`config.mk`:
```
export PLATFORM = sky130hd
export DESIGN_NAME = gate_arbiter
export DESIGN_NICKNAME = d
export VERILOG_FILES = /design/src/rtl/gate_arbiter.sv
export SDC_FILE = /design/constraint.sdc
export NUM_CORES = 1
export LEC_CHECK = 0
export ABC_AREA = 1
export CORE_UTILIZATION = 40
export CTS_CLUSTER_SIZE = 24
export DETAILED_ROUTE_END_ITERATION = 12
export GPL_TIMING_DRIVEN = 0
export PLACE_DENSITY = 0.73
export SYNTH_ARGS = -nofsm -noshare
export SYNTH_HDL_FRONTEND = slang
export SYNTH_SLANG_ARGS = --single-unit
```
`constraint.sdc`:
```
create_clock -name clk -period 2.4 [get_ports clk]
set_input_delay 0.48 -clock clk [delete_from_list [all_inputs] [get_ports clk]]
set_output_delay 0.48 -clock clk [all_outputs]
set_load 0.005 [all_outputs]
```
`src/rtl/gate_arbiter.sv`:
```
// Shared registered bitwise logic unit with N-requester valid/ready arbitration.
// Build option: define GATE_ARB_FIXED_PRIO_EN for fixed priority (lowest index wins).
module gate_arbiter #(
  parameter int unsigned N   = 4,
  parameter int unsigned W   = 8,
  parameter int unsigned IDW = 2
) (
  input  logic             clk,
  input  logic             rst_n,
  input  logic [N-1:0]     req_valid,
  output logic [N-1:0]     req_ready,
  input  logic [3*N-1:0]   req_op,
  input  logic [W*N-1:0]   req_a,
  input  logic [W*N-1:0]   req_b,
  output logic             rsp_valid,
  input  logic             rsp_ready,
  output logic [W-1:0]     rsp_data,
  output logic [IDW-1:0]   rsp_id,
  output logic             rsp_err
);

  typedef enum logic [1:0] {StIdle, StExec, StResp} state_e;

  state_e         state_q, state_d;
  logic [IDW-1:0] ptr_q;
  logic [IDW-1:0] id_q, id_d;
  logic [2:0]     op_q, op_d;
  logic [W-1:0]   a_q, a_d, b_q, b_d;
  logic [W-1:0]   data_q, data_d;
  logic           err_q, err_d;

  logic [IDW-1:0] win_id;
  logic           win_found;
  logic [IDW:0]   cand;
  logic [W-1:0]   res;
  logic           res_err;

  logic [2:0]     op_arr [N];
  logic [W-1:0]   a_arr  [N];
  logic [W-1:0]   b_arr  [N];

  for (genvar g = 0; g < N; g++) begin : g_unpack
    assign op_arr[g] = req_op[3*g +: 3];
    assign a_arr[g]  = req_a[W*g +: W];
    assign b_arr[g]  = req_b[W*g +: W];
  end

`ifdef GATE_ARB_FIXED_PRIO_EN
  assign ptr_q = '0;
`else
  logic [IDW-1:0] ptr_d;

  always_ff @(posedge clk) begin
    if (!rst_n) ptr_q <= '0;
    else        ptr_q <= ptr_d;
  end

  always_comb begin
    ptr_d = ptr_q;
    if (state_q == StResp && rsp_ready) begin
      ptr_d = (id_q == IDW'(N - 1)) ? '0 : id_q + 1'b1;
    end
  end
`endif

  // Search from ptr upward with wrap; cand stays below 2N so IDW+1 bits suffice.
  always_comb begin
    win_found = 1'b0;
    win_id    = '0;
    cand      = '0;
    for (int k = 0; k < int'(N); k++) begin
      cand = {1'b0, ptr_q} + (IDW+1)'(k);
      if (cand >= (IDW+1)'(N)) cand = cand - (IDW+1)'(N);
      if (!win_found && req_valid[cand[IDW-1:0]]) begin
        win_found = 1'b1;
        win_id    = cand[IDW-1:0];
      end
    end
  end

  assign req_ready = (rst_n && state_q == StIdle && win_found) ? (N'(1) << win_id) : '0;

  always_comb begin
    res     = '0;
    res_err = 1'b0;
    case (op_q)
      3'd0:    res = a_q & b_q;
      3'd1:    res = a_q | b_q;
      3'd2:    res = ~(a_q & b_q);
      3'd3:    res = a_q ^ b_q;
      3'd4:    res = ~(a_q | b_q);
      3'd5:    res = ~(a_q ^ b_q);
      3'd6:    res = ~a_q;
      default: res_err = 1'b1;
    endcase
  end

  always_comb begin
    state_d = state_q;
    id_d    = id_q;
    op_d    = op_q;
    a_d     = a_q;
    b_d     = b_q;
    data_d  = data_q;
    err_d   = err_q;
    case (state_q)
      StIdle: begin
        if (win_found) begin
          id_d    = win_id;
          op_d    = op_arr[win_id];
          a_d     = a_arr[win_id];
          b_d     = b_arr[win_id];
          state_d = StExec;
        end
      end
      StExec: begin
        data_d  = res;
        err_d   = res_err;
        state_d = StResp;
      end
      StResp: begin
        if (rsp_ready) state_d = StIdle;
      end
      default: state_d = StIdle;
    endcase
  end

  always_ff @(posedge clk) begin
    if (!rst_n) begin
      state_q <= StIdle;
      id_q    <= '0;
      op_q    <= '0;
      a_q     <= '0;
      b_q     <= '0;
      data_q  <= '0;
      err_q   <= 1'b0;
    end else begin
      state_q <= state_d;
      id_q    <= id_d;
      op_q    <= op_d;
      a_q     <= a_d;
      b_q     <= b_d;
      data_q  <= data_d;
      err_q   <= err_d;
    end
  end

  assign rsp_valid = (state_q == StResp);
  assign rsp_data  = data_q;
  assign rsp_id    = id_q;
  assign rsp_err   = err_q;

endmodule
```
==> results by stage <==
Outcome:
- The flow ran to the end, but the final reports show violations.
- The final reports fail on setup timing.

Drt:
- The count of antenna-violating nets left after detailed routing is 0.
- The first detailed-routing pass ran for 4 iterations.
- The ratio of routed vias to standard cells is 4.95.
- The overall via count from detail_route is 3,409.
- The number of design rule violations left after detail routing is 0.
- In the final routed layout, each cell accounts on average for 12.6 µm.
- After the first detailed-routing iteration, the DRC count stood at 151.
- For this block, the routed nets add up to 8700 µm of wire.

Critical path:
- The delay of the slowest cell on the worst path is 370 ps.
- The critical path contains buffers and inverters numbering 4 combined.
- The type of origin of the critical path is a register.
- The first element of the critical path is ptr_q[0]$_SDFFE_PN0P_.
- The most numerous cell type found on the critical path is sky130_fd_sc_hd__nand2_4.
- The startpoint identified for the worst register-to-register timing path is ptr_q[0]$_SDFFE_PN0P_.
- The cell family contributing the most delay on the critical path is simple AND/OR/NAND/NOR gates.
- Along the worst path, the maximum fanout reaches 6.
- The capturing element type of the critical path is an output pin.
- Traced cell by cell, the critical path runs through buf_6 -> buf_6 -> nand2_4 -> nand3_4 -> nand2_4 -> nor2_4 -> nand2_1 -> or2_1 -> nand2_4 -> inv_8 -> nand2_8 -> nor3_4 -> buf_2.
- On the critical path, the stage with the largest delay is an instance of sky130_fd_sc_hd__dfxtp_4.
- The startpoint-to-endpoint class of the critical path is register to output pin.
- Data on the critical path is required at its endpoint by 1920 ps.
- STA puts the critical path data arrival time at 1930 ps.

Yosys:
- The number of synthesized flops with an enable pin is 0.
- For this run, the number of Yosys warnings is 0.
- The synthesized area is 0.00285 mm².
- The cell count after synthesis came out at 468.
- The synthesized design contains 34 register bits.
- Dividing the synthesized area by the synthesized cell count gives 6.08 µm².
- The proportion of synthesized chip area in sequential cells is 0.239.
- The fraction of synthesis flops using an asynchronous set or reset pin is 0.
- The number of different library cells used by synthesis comes to 33.
- The flip-flop cell with the highest count after synthesis is sky130_fd_sc_hd__dfxtp_1.
- The post-synthesis net count is 568.

GRT:
- The initial antenna violation count is 0.
- The total global routing track utilization is 0.236.
- The first global-routing pass estimated 14,100 µm of wire.
- The pin count of the biggest net entering global routing is 15.
- The global-route congestion overflow total is 0.
- The number of global-route vias before repair was 3,156.

Job:
- The max-cap violation count is 0.

Final layout:
- The final net count is 691.
- Excluding fillers, the count of instances in the completed layout stands at 688.
- The flip-flop and latch area is 688 µm².
- Compared with the post-synthesis result, the final layout area differs by 51.2%.
- The library cell used most frequently in the layout, excluding fill and tap cells, is sky130_fd_sc_hd__nand2_1.
- The share of layout cells above drive strength 1 is 0.155.
- The number of diodes added for antenna fixing is 0.
- Leaving out fill and tap cells, the most frequent cells in the layout are sky130_fd_sc_hd__nand2_1, sky130_fd_sc_hd__clkdlybuf4s50_1, sky130_fd_sc_hd__nand3_1.
- The multi-input combinational cell area is 0.00197 mm².
- The final-layout fill cell count is 661.

Timing:
- After layout, the worst setup slack is -14.4 ps.
- Clock skew on the completed layout was measured at 7.51 ps.
- The number of endpoints with negative hold slack in the final report was 0.
- Hold timing on the final database bottoms out at a slack of 464 ps.
- The shortest clock period the worst path allows after layout is 2410 ps.
- The actual slew at the worst max-slew pin is 560 ps.
- Dividing the final minimum period by the clock period gives 1.01.
- The fmax is 414 MHz.
- In this run the tightest slew margin relative to its limit is 0.626.
- Setup violations remaining at the end of the flow were counted as 4.
- The number of max-slew violations in the final report is 0.
- Setup total negative slack on the finished layout was measured at -41.3 ps.
- Setup repair after global routing could not meet its margin everywhere.

Floorplanning:
- The number of placement rows is 30.
- The die span in x is 86.4 µm.
- The die height is 86.4 µm.
- The core outline area is 0.00683 mm².
- The initial core utilization is 0.417.
- The top-level I/O count is 99.
- The die area is 0.00746 mm².

Power:
- Across the VDD grid, the largest voltage drop is 0.000257 V.
- The total power divided by cell area is 622 mW/mm².
- The design draws 2.68 mW.
- For this design the static power due to leakage is 2.01 nW.

Min path:
- The launch instance of the worst min-delay path is rsp_data[0]$_SDFFE_PN0N_.
- The class of the worst hold path is register to register.

Clocking:
- The cell sitting at the root of the clock tree is a sky130_fd_sc_hd__clkbuf_8.
- The number of clock buffers added by TritonCTS is 5.
- The clock net in this run drives a total of 34 sinks.
- The deepest clock path buffer count is 2.
- At the later pin of the worst-skew pair, clock insertion delay measures 290 ps.
- The CTS tree is done.
- The post-CTS clock slew at the launch and capture registers of the worst setup and hold paths is 70 ps.
- CTS built an H-tree with a depth of 2.

Place:
- Routability-driven placement finished with a final weighted congestion of 0.884.
- The half-perimeter wire length after detailed placement is 6710 µm.
- The count of buffers added on input and output ports is 97.
- The number of placed instances, taps included, is 661.
- Before CTS, the worst setup slack after placement is -797 ps.
## routing by layer
metal | vias to the layer above | wire length (µm) | track usage
li1 | 1779 | - | -
met1 | 1502 | 3990 | 0.311
met2 | 121 | 4130 | 0.404
met3 | 7 | 495 | 0.0410
met4 | 0 | 77 | 0.0485
met5 | - | 0 | 0
## metrics by stage
| step | util | area (µm²) |
|---|---|---|
| after floorplan | - | 2850 |
| after global routing | 0.630 | 4300 |
| after CTS | 0.618 | 4220 |
| after detailed placement | 0.576 | 3940 |
| after global placement | 0.576 | 3940 |
| final | 0.630 | 4300 |
## final timing paths
kind	end	slack, ps	cells past startpoint
min	rsp_data[0]$_SDFFE_PN0N_	460	2
max	req_ready[3]	-10	13
min reg2reg	rsp_data[0]$_SDFFE_PN0N_	460	2
max reg2reg	a_q[7]$_SDFFE_PN0P_	230	18
## state kept, by name (all words and copies together) (netlist names)
name	cells
a_q	8
b_q	8
rsp_data	8
op_q	3
ptr_q	2
rsp_id	2
state_q	2
rsp_err	1
## final cells by class
type / count / area share
Tap cell: 96 / 0.0279
Inverter: 47 / 0.0445
Sequential cell: 34 / 0.160
Multi-Input combinational cell: 368 / 0.457
Clock buffer: 7 / 0.0201
Buffer: 18 / 0.0334
Timing Repair Buffer: 117 / 0.256
Clock inverter: 1 / 0.00116
## worst reg2reg max path, cell delays in order, from the launching register on
cell and delay, ps:
sky130_fd_sc_hd__dfxtp_4 370, sky130_fd_sc_hd__buf_6 120, sky130_fd_sc_hd__buf_6 120, sky130_fd_sc_hd__nand2_2 50, sky130_fd_sc_hd__nand2_2 70, sky130_fd_sc_hd__nand2_2 60
sky130_fd_sc_hd__nand2_2 90, sky130_fd_sc_hd__nor2_2 50, sky130_fd_sc_hd__nor2_2 130, sky130_fd_sc_hd__nand2_4 90, sky130_fd_sc_hd__buf_4 140, sky130_fd_sc_hd__buf_4 150
sky130_fd_sc_hd__buf_2 180, sky130_fd_sc_hd__nand3_1 80, sky130_fd_sc_hd__nand2_1 60, sky130_fd_sc_hd__nand2_1 50, sky130_fd_sc_hd__nand3_1 120, sky130_fd_sc_hd__nand2_1 90
sky130_fd_sc_hd__inv_1 40
## Yosys cell counts (5+ instances only)
cell type | number | area [µm²]
sky130_fd_sc_hd__inv_1 | 41 | 154
sky130_fd_sc_hd__buf_2 | 5 | 25.0
sky130_fd_sc_hd__a21oi_1 | 33 | 165
sky130_fd_sc_hd__nand3_1 | 66 | 330
sky130_fd_sc_hd__nand4_1 | 5 | 31.3
sky130_fd_sc_hd__nand2_2 | 6 | 37.5
sky130_fd_sc_hd__o22ai_1 | 8 | 50.1
sky130_fd_sc_hd__buf_6 | 6 | 67.6
sky130_fd_sc_hd__dfxtp_1 | 34 | 681
sky130_fd_sc_hd__ha_1 | 17 | 213
sky130_fd_sc_hd__nor2_1 | 33 | 124
sky130_fd_sc_hd__nand2_1 | 156 | 586
sky130_fd_sc_hd__o21ai_0 | 7 | 35.0
sky130_fd_sc_hd__o21ai_1 | 14 | 70.1
## where the power goes
group,switching [mW],internal (mW),total [mW]
Combinational,0.823,0.663,1.49
Clock,0.200,0.231,0.431
Sequential,0.0871,0.674,0.761
Total,1.11,1.57,2.68
## what timing repair did
item | CTS | global route
buffers inserted | 13 | 7
hold endpoints to repair | 0 | 0
pin swaps | 22 | 16
setup endpoints to repair | 4 | 4
resized for setup | 60 | 9
hold buffers | 0 | 0
## kinds of logic after synthesis
kind of cell	Yosys count	share of synthesized area
compound gates	69	0.132
fa+ha+maj	17	0.0747
flops	34	0.239
buf+inv	66	0.110
simple gates	282	0.444
Note: power is estimated with default switching activity, not from simulation.
